===== src/rtl/ifft_cp_sequencer.sv =====
// IFFT sequencer: issues the core config word, frames subcarriers into N-point frames,
// and replays each captured time-domain symbol from a ping-pong buffer with a cyclic prefix.
module ifft_cp_sequencer #(
  parameter int W      = 16,
  parameter int N_LOG2 = 3,
  parameter int CP     = 2,
  parameter int CFG_W  = 24
) (
  input  logic               aclk,
  input  logic               aresetn,
  input  logic [CFG_W-1:0]   cfg_word,
  input  logic               reconfig,
  input  logic [2*W-1:0]     s_axis_tdata,
  input  logic               s_axis_tvalid,
  output logic               s_axis_tready,
  output logic [CFG_W-1:0]   cfg_tdata,
  output logic               cfg_tvalid,
  input  logic               cfg_tready,
  output logic [2*W-1:0]     core_in_tdata,
  output logic               core_in_tvalid,
  output logic               core_in_tlast,
  input  logic               core_in_tready,
  input  logic [2*W-1:0]     core_out_tdata,
  input  logic               core_out_tvalid,
  input  logic               core_out_tlast,
  output logic               core_out_tready,
  output logic [2*W-1:0]     m_axis_tdata,
  output logic               m_axis_tvalid,
  output logic               m_axis_tlast,
  input  logic               m_axis_tready,
  output logic [W-1:0]       m_axis_real_unsigned,
  output logic               frame_err,
  output logic [15:0]        sym_count
);

  localparam int N           = 1 << N_LOG2;
  localparam int SYM         = N + CP;
  localparam int BW          = $clog2(SYM + 1);
  localparam int RD_START_I  = (N - CP) % N;
  localparam int BEAT_LAST_I = SYM - 1;

  localparam logic [N_LOG2-1:0] IDX_LAST  = '1;
  localparam logic [N_LOG2-1:0] RD_START  = RD_START_I[N_LOG2-1:0];
  localparam logic [BW-1:0]     BEAT_LAST = BEAT_LAST_I[BW-1:0];
  localparam logic [W-1:0]      HALF      = {1'b1, {(W-1){1'b0}}};

  typedef enum logic {ST_CFG, ST_RUN} state_t;

  state_t             state, state_nxt;
  logic [CFG_W-1:0]   cfg_reg;
  logic               cfg_held;
  logic               reconfig_pend;
  logic               bound_hold;
  logic [N_LOG2-1:0]  in_cnt;
  logic               s_hs;

  logic [2*W-1:0]     mem [2][N];
  logic               wb, rb;
  logic [1:0]         full, full_nxt;
  logic [N_LOG2-1:0]  wr_idx, rd_addr;
  logic [BW-1:0]      rd_beat;
  logic               wr_hs, wr_last, rd_hs, rd_last;

  always_ff @(posedge aclk or negedge aresetn) begin
    if (!aresetn) state <= ST_CFG;
    else          state <= state_nxt;
  end

  // A pending reconfig at a frame boundary blocks the next input beat so the boundary is always honoured.
  always_comb begin
    state_nxt      = state;
    cfg_tvalid     = 1'b0;
    s_axis_tready  = 1'b0;
    core_in_tvalid = 1'b0;
    core_in_tlast  = 1'b0;
    bound_hold     = 1'b0;
    case (state)
      ST_CFG: begin
        cfg_tvalid = 1'b1;
        if (cfg_tready) state_nxt = ST_RUN;
      end
      ST_RUN: begin
        core_in_tlast = (in_cnt == IDX_LAST);
        bound_hold    = reconfig_pend && (in_cnt == '0);
        if (bound_hold) begin
          state_nxt = ST_CFG;
        end else begin
          s_axis_tready  = core_in_tready;
          core_in_tvalid = s_axis_tvalid;
        end
      end
      default: state_nxt = ST_CFG;
    endcase
  end

  assign core_in_tdata = s_axis_tdata;
  assign cfg_tdata     = cfg_held ? cfg_reg : cfg_word;
  assign s_hs          = s_axis_tvalid && s_axis_tready;

  // Until the word is latched, cfg_tdata shows cfg_word live so the post-reset value is available at once.
  always_ff @(posedge aclk or negedge aresetn) begin
    if (!aresetn) begin
      cfg_reg       <= '0;
      cfg_held      <= 1'b0;
      reconfig_pend <= 1'b0;
      in_cnt        <= '0;
    end else begin
      if (s_hs) in_cnt <= in_cnt + 1'b1;
      if (state == ST_CFG) begin
        if (cfg_tready) begin
          cfg_held <= 1'b0;
        end else if (!cfg_held) begin
          cfg_reg  <= cfg_word;
          cfg_held <= 1'b1;
        end
      end else if (bound_hold) begin
        cfg_reg       <= cfg_word;
        cfg_held      <= 1'b1;
        reconfig_pend <= 1'b0;
      end else if (reconfig) begin
        reconfig_pend <= 1'b1;
      end
    end
  end

  assign core_out_tready      = !full[wb];
  assign wr_hs                = core_out_tvalid && core_out_tready;
  assign wr_last              = (wr_idx == IDX_LAST);
  assign m_axis_tvalid        = full[rb];
  assign rd_hs                = m_axis_tvalid && m_axis_tready;
  assign rd_last              = (rd_beat == BEAT_LAST);
  assign m_axis_tlast         = m_axis_tvalid && rd_last;
  assign m_axis_tdata         = m_axis_tvalid ? mem[rb][rd_addr] : '0;
  assign m_axis_real_unsigned = m_axis_tdata[2*W-1:W] + HALF;

  always_ff @(posedge aclk) begin
    if (wr_hs) mem[wb][wr_idx] <= core_out_tdata;
  end

  // Writer only touches a bank that is not full, so set and clear never collide on one bank.
  always_comb begin
    full_nxt = full;
    if (rd_hs && rd_last) full_nxt[rb] = 1'b0;
    if (wr_hs && wr_last) full_nxt[wb] = 1'b1;
  end

  always_ff @(posedge aclk or negedge aresetn) begin
    if (!aresetn) begin
      full      <= '0;
      wb        <= 1'b0;
      rb        <= 1'b0;
      wr_idx    <= '0;
      rd_addr   <= RD_START;
      rd_beat   <= '0;
      frame_err <= 1'b0;
      sym_count <= '0;
    end else begin
      full <= full_nxt;
      if (wr_hs) begin
        if (core_out_tlast != wr_last) frame_err <= 1'b1;
        if (wr_last) begin
          wr_idx <= '0;
          wb     <= ~wb;
        end else begin
          wr_idx <= wr_idx + 1'b1;
        end
      end
      // Prefix beats walk N-CP..N-1 and wrap naturally into 0..N-1.
      if (rd_hs) begin
        if (rd_last) begin
          rd_beat   <= '0;
          rd_addr   <= RD_START;
          rb        <= ~rb;
          sym_count <= sym_count + 1'b1;
        end else begin
          rd_beat <= rd_beat + 1'b1;
          rd_addr <= rd_addr + 1'b1;
        end
      end
    end
  end

endmodule


===== config.mk =====
export PLATFORM = sky130hd
export DESIGN_NAME = ifft_cp_sequencer
export DESIGN_NICKNAME = d
export VERILOG_FILES = /design/src/rtl/ifft_cp_sequencer.sv
export SDC_FILE = /design/constraint.sdc
export NUM_CORES = 1
export LEC_CHECK = 0
export ABC_AREA = 1
export CAP_MARGIN = 20
export CORE_MARGIN = 10
export CORE_UTILIZATION = 33
export DETAILED_ROUTE_END_ITERATION = 7
export DONT_BUFFER_PORTS = 1
export GPL_TIMING_DRIVEN = 1
export MAX_ROUTING_LAYER = met4
export PLACE_DENSITY = 0.54
export SYNTH_ARGS = -nofsm -noshare
export SYNTH_HDL_FRONTEND = slang
export SYNTH_SLANG_ARGS = --single-unit
export TNS_END_PERCENT = 10

===== constraint.sdc =====
create_clock -name aclk -period 9.1 [get_ports aclk]
set_clock_uncertainty 0.15 [all_clocks]
set_input_delay 1.82 -clock aclk [delete_from_list [all_inputs] [get_ports aclk]]
set_output_delay 1.82 -clock aclk [all_outputs]
set_load 0.03 [all_outputs]

After elaboration in Yosys (flattened, before gate mapping)
Memories as Yosys holds them, arrays and structs flattened.
Index checks and enable logic that the tools add are counted.
{"block": "classes", "n_addsub": 6, "order_cmp": 7, "eq_ne": 6, "muxes": 40, "bitwise_logic": 8, "n_reduce_logical": 18}
{"op": "2-to-1 mux 256 bit", "n": 1}
{"op": "2-to-1 mux 32 bit", "n": 4}
{"op": "binary-select mux 32 bit (select 3 bit)", "n": 1}
{"op": "demux 32 bit (select 3 bit)", "n": 1}
{"op": "2-to-1 mux 24 bit", "n": 4}
{"op": "2-to-1 mux 1 bit", "n": 21}
{"op": "adder 16 x 1 -> 16 bit (second input constant)", "n": 1}
{"op": "adder 16 bit (second input constant)", "n": 1}
{"op": "logical AND 1 bit", "n": 10}
{"op": "AND reduction 2 bit", "n": 5}
{"op": "adder 3 x 1 -> 3 bit (second input constant)", "n": 3}
{"op": ">= comparator 4 bit (second input constant)", "n": 2}
{"op": "inverter 3 -> 4 bit", "n": 2}
{"op": "equality test 3 bit (second input constant)", "n": 2}
{"op": "2-to-1 mux 3 bit", "n": 2}
{"op": "adder 4 x 1 -> 4 bit (second input constant)", "n": 1}
{"op": "equality test 4 bit (second input constant)", "n": 1}
{"op": "< comparator 1 x 2 -> 1 bit (second input constant)", "n": 2}
{"op": "< comparator 4 x 1 -> 1 bit (second input constant)", "n": 1}
{"op": "2-to-1 mux 2 bit", "n": 2}
{"op": "2-to-1 mux 4 bit", "n": 1}
{"op": "!= test 2 x 1 -> 1 bit (second input constant)", "n": 2}
{"op": "logical NOT 3 bit", "n": 1}
{"op": "inverter 1 bit", "n": 3}
{"op": "other kinds (9)", "n": 11}
{"block": "totals", "reg_bits": 61, "mem_bits_rw": 512, "input_bits": 97, "output_inout_bits": 128, "elab_cells": 99, "memories": 1}
{"name": "mem", "depth": 2, "width": 256, "rd": 1, "rd_ports_with_merged_regs": 0, "write_ports": 1, "line_no": "57", "source": "logic [2*W-1:0] mem [2][N];"}

Longest topological paths before layout
{"block": "logic_depth", "ltp_word": 9, "ltp_mapped": 11, "ltp_nobuf": 10}

Worst setup path before layout
OpenSTA, ideal clock, no wires.
{"block": "synth_path", "kind": "input -> register", "startpoint": "in core_out_tvalid", "endpoint": "mem mem[0][224] (netlist bit) (enable)", "setup_ps": 461, "arrival_ps": 4341, "t_required_ps": 8489, "setup_slack_ps": 4148, "path_stages": 4, "n_path_buf": 0, "cell_sequence": "nand2_2 inv_2 nand2_1 nor3_1"}
{"block": "synth_between", "elab_chain_cells": 3}
{"element": "start, declared", "line_no": "24", "source": "input logic core_out_tvalid,"}
{"element": "logical AND 1 bit", "line_no": "127", "source": "assign wr_hs = core_out_tvalid && core_out_tready;"}
{"element": "2-to-1 mux 1 bit", "line_no": "137", "source": "if (wr_hs) mem[wb][wr_idx] <= core_out_tdata;"}
{"element": "2-to-1 mux 256 bit (implied by the code)", "line_no": "137"}
{"element": "end, declared", "line_no": "57"}
No other way between the ends.

Final worst setup path
{"block": "layout_path", "startpoint": "reg rb", "endpoint": "out m_axis_tdata[30]"}
{"block": "layout_between", "elab_chain_cells": 5, "word_cells_on_any_way": 7, "classes_between": "mux (6); memory (1)"}
{"element": "start, declared", "line_no": "58", "source": "logic wb, rb;"}
{"element": "start signal, assigned", "line_no": "173", "source": "rb <= ~rb;"}
{"element": "memory (2 x 256 bit)"}
{"element": "binary-select mux 32 bit (select 3 bit)", "line_no": "133", "source": "assign m_axis_tdata = m_axis_tvalid ? mem[rb][rd_addr] : '0;"}
{"element": "2-to-1 mux 32 bit (implied by the code) (2 in a row)", "line_no": "133"}
{"element": "2-to-1 mux 32 bit *", "line_no": "133"}
{"element": "end, declared", "line_no": "27", "source": "output logic [2*W-1:0] m_axis_tdata,"}
Every way passes the cells marked *; elsewhere a longest branch is shown, timed or not. The select of a mux whose other input is x is not followed.

==> results.cfg <==
[grt]
grt_pass1_vias = 15824
overflow = 0
grt_max_degree = 211
antenna_found_initial = 1
track_usage = 0.147
grt_pass1_wl_um = 98200

[route]
vias_per_cell = 4.74
wl_um = 65500
dr.first_iter.drc_count = 1254
vias = 16728
drt-pass1-iter-count = 5
drc = 0
final_antenna_net_count = 0
wl_per_cell_um = 18.6

[sta]
finalSetupViolations = 0
rsz0062_at_grt = no
slew_headroom = 0.194
fin_crit_sh = 0.655
final-hold-violation-count = 0
fin_crit_ns = 5.96
fin_tns_setup_ns = 0
max_freq_ghz = 0.168
hold_ws_ns = 0.360
slew_violations = 0
worst_pin_slew_ns = 1.21

[clocking]
clkLatencyLatePin_ns = 0.63
clockRootBuffer = clkbuf_16
h-tree-depth = 2
clockBufferDepth = 3
path_clk_slew_ns = 0.06
cts_buffers = 61
post-cts-setup-buffers = 0
clkSinkCount = 573
cts_hold_buf = 0
cts.repair.resized = 0
cts_tree = yes

[floorplan]
die_w_um = 297
pin_count = 225
die_area_sq_mm = 0.0883
start_util = 0.333
die_h_um = 297
row_count = 101
core_region_area_sq_mm = 0.0761

[synthesis]
ys_top_cells_by_count = nand2_1 (908), edfxtp_1 (512), nand3_1 (335)
ys_types = 35
yosysMostFrequentCell = nand2_1
synth_cells = 2508
ys_warn_count = 0
syn_area_sq_mm = 0.0253
synthTopCellsByArea = edfxtp_1 (61%), nand2_1 (13%), nand3_1 (6.6%)
synth-edff-count = 512
async_flop_share = 0.106
syn_area_per_cell_sq_um = 10.1
synth_seq_cells = 573
synth.yosys.seq_area_share = 0.667
syn-num-nets = 2612
synth_top_area_cell = edfxtp_1
yosysTopAreaCellShare = 0.607
dominantRegCellSynth = edfxtp_1

[worst_setup_path]
startpoint = rb
worstPathRequired_ns = 7.13
arrival_ns = 3.99
critPathCaptureType = output pin
crit_type = flop to output pin
r2r_start = wb
start_kind = flop
crit_fanout = 124

[place]
hpwl_um = 34400
gp_congestion = 0.802
port_buffers = 0

[layout]
largest_reg_flops = 512
diodes = 0
nNetsFinal = 2556
area_delta_synth_final_pct = 10.9
layout-drive-gt1-share = 0.0725

[run]
max-cap-violations = 0

[pwr]
max-vdd-ir-drop_mv = 0.203
p_leak_nw = 11.6
p_per_area_mw_per_mm2 = 320

[worst_hold_path]
min_path_type = flop to flop
min-delay-start = in_cnt[2]

[status]
outcome = finished, final reports clean
-- logic make-up (layout without fill, tap and decap cells) --
group	count (synthesis)	after routing	synth area share
AOI/OAI and AO/OA	99	99	0.0211
xor gates and xnor gates	17	17	0.00588
adders and majority gates	7	7	0.00346
buffers and inverters	494	484	0.0873
DFF	573	573	0.667
and+or+nand+nor	1318	1318	0.215
-- final cells by class --
| type | count | area [sq um] |
|---|---|---|
| repair buffers | 55 | 450 |
| clock inverters | 38 | 333 |
| inverters | 320 | 1210 |
| multi-input cells | 1441 | 6320 |
| clock buffers | 71 | 1590 |
| fillers | 7432 | 48000 |
| flip-flops and latches | 573 | 16900 |
| well taps | 1030 | 1290 |
-- where the power goes --
| part | switching (W) | total (W) | internal, W |
|---|---|---|---|
| registers | 0.000183 | 0.00332 | 0.00313 |
| clock network | 0.00103 | 0.00238 | 0.00135 |
| logic | 0.00248 | 0.00329 | 0.000812 |
| total | 0.00369 | 0.00899 | 0.00530 |
-- routing by layer --
layer / wire (um) / vias to the layer above / GRT usage
li1: - / 7998 / -
met1: 28900 / 8070 / 0.187
met2: 29600 / 535 / 0.228
met3: 5100 / 125 / 0.0356
met4: 1960 / 0 / 0.0499
met5: 0 / - / -
-- worst max-delay path: stages (launching register included) --
cell	delay (ns)
dfrtp_4	0.73
inv_8	0.63
buf_4	0.67
nand2_1	0.12
nand2_1	0.10
nand2_1	0.05
nand3_1	0.09
nand3_1	0.09
a21oi_1	0.47
buf_4	0.32
-- metrics by stage --
| step | total power (W) | std cells | utilization | setup WS [ns] | cell area [sq um] |
|---|---|---|---|---|---|
| final | 0.00899 | 3528 | 0.369 | 3.14 | 28100 |
| after global routing | 0.00953 | 3528 | 0.369 | 2.85 | 28100 |
| after CTS | 0.00908 | 3523 | 0.369 | 3.07 | 28100 |
| after detailed placement | 0.00668 | 3414 | 0.344 | 3.78 | 26100 |
| after global placement | 0.00661 | 3411 | 0.343 | 3.72 | 26100 |
| after floorplan | 0.00587 | 2508 | - | 4.15 | 25300 |
-- layout by cell type (no fill, tap or decap), drive strengths merged --
master / n
xor2: 11
clkinv: 32
or2: 2
nand3: 336
clkinvlp: 3
nand2: 912
nand3b: 2
o21ai: 39
edfxtp: 512
and3: 1
clkbuf: 75
inv: 319
ha: 7
dfrtp: 59
nor2: 50
nand4: 1
bufinv: 4
dfstp: 2
a31oi: 24
a21oi: 34
xnor2: 6
o21bai: 1
nor3: 14
a2bb2oi: 1
buf: 51
-- final timing paths --
path                                     to  slack [ns]  cells past startpoint
hold / removal                    in_cnt[2]        0.36                      2
min in group asynchronous     sym_count[10]        0.72                      0
setup / recovery           m_axis_tdata[30]        3.14                      9
setup reg to reg                mem[1][172]        5.46                      7
hold reg to reg                   in_cnt[2]        0.36                      2
max in group asynchronous        rd_addr[1]        7.85                      0
Power figures use the tool's default switching activity.
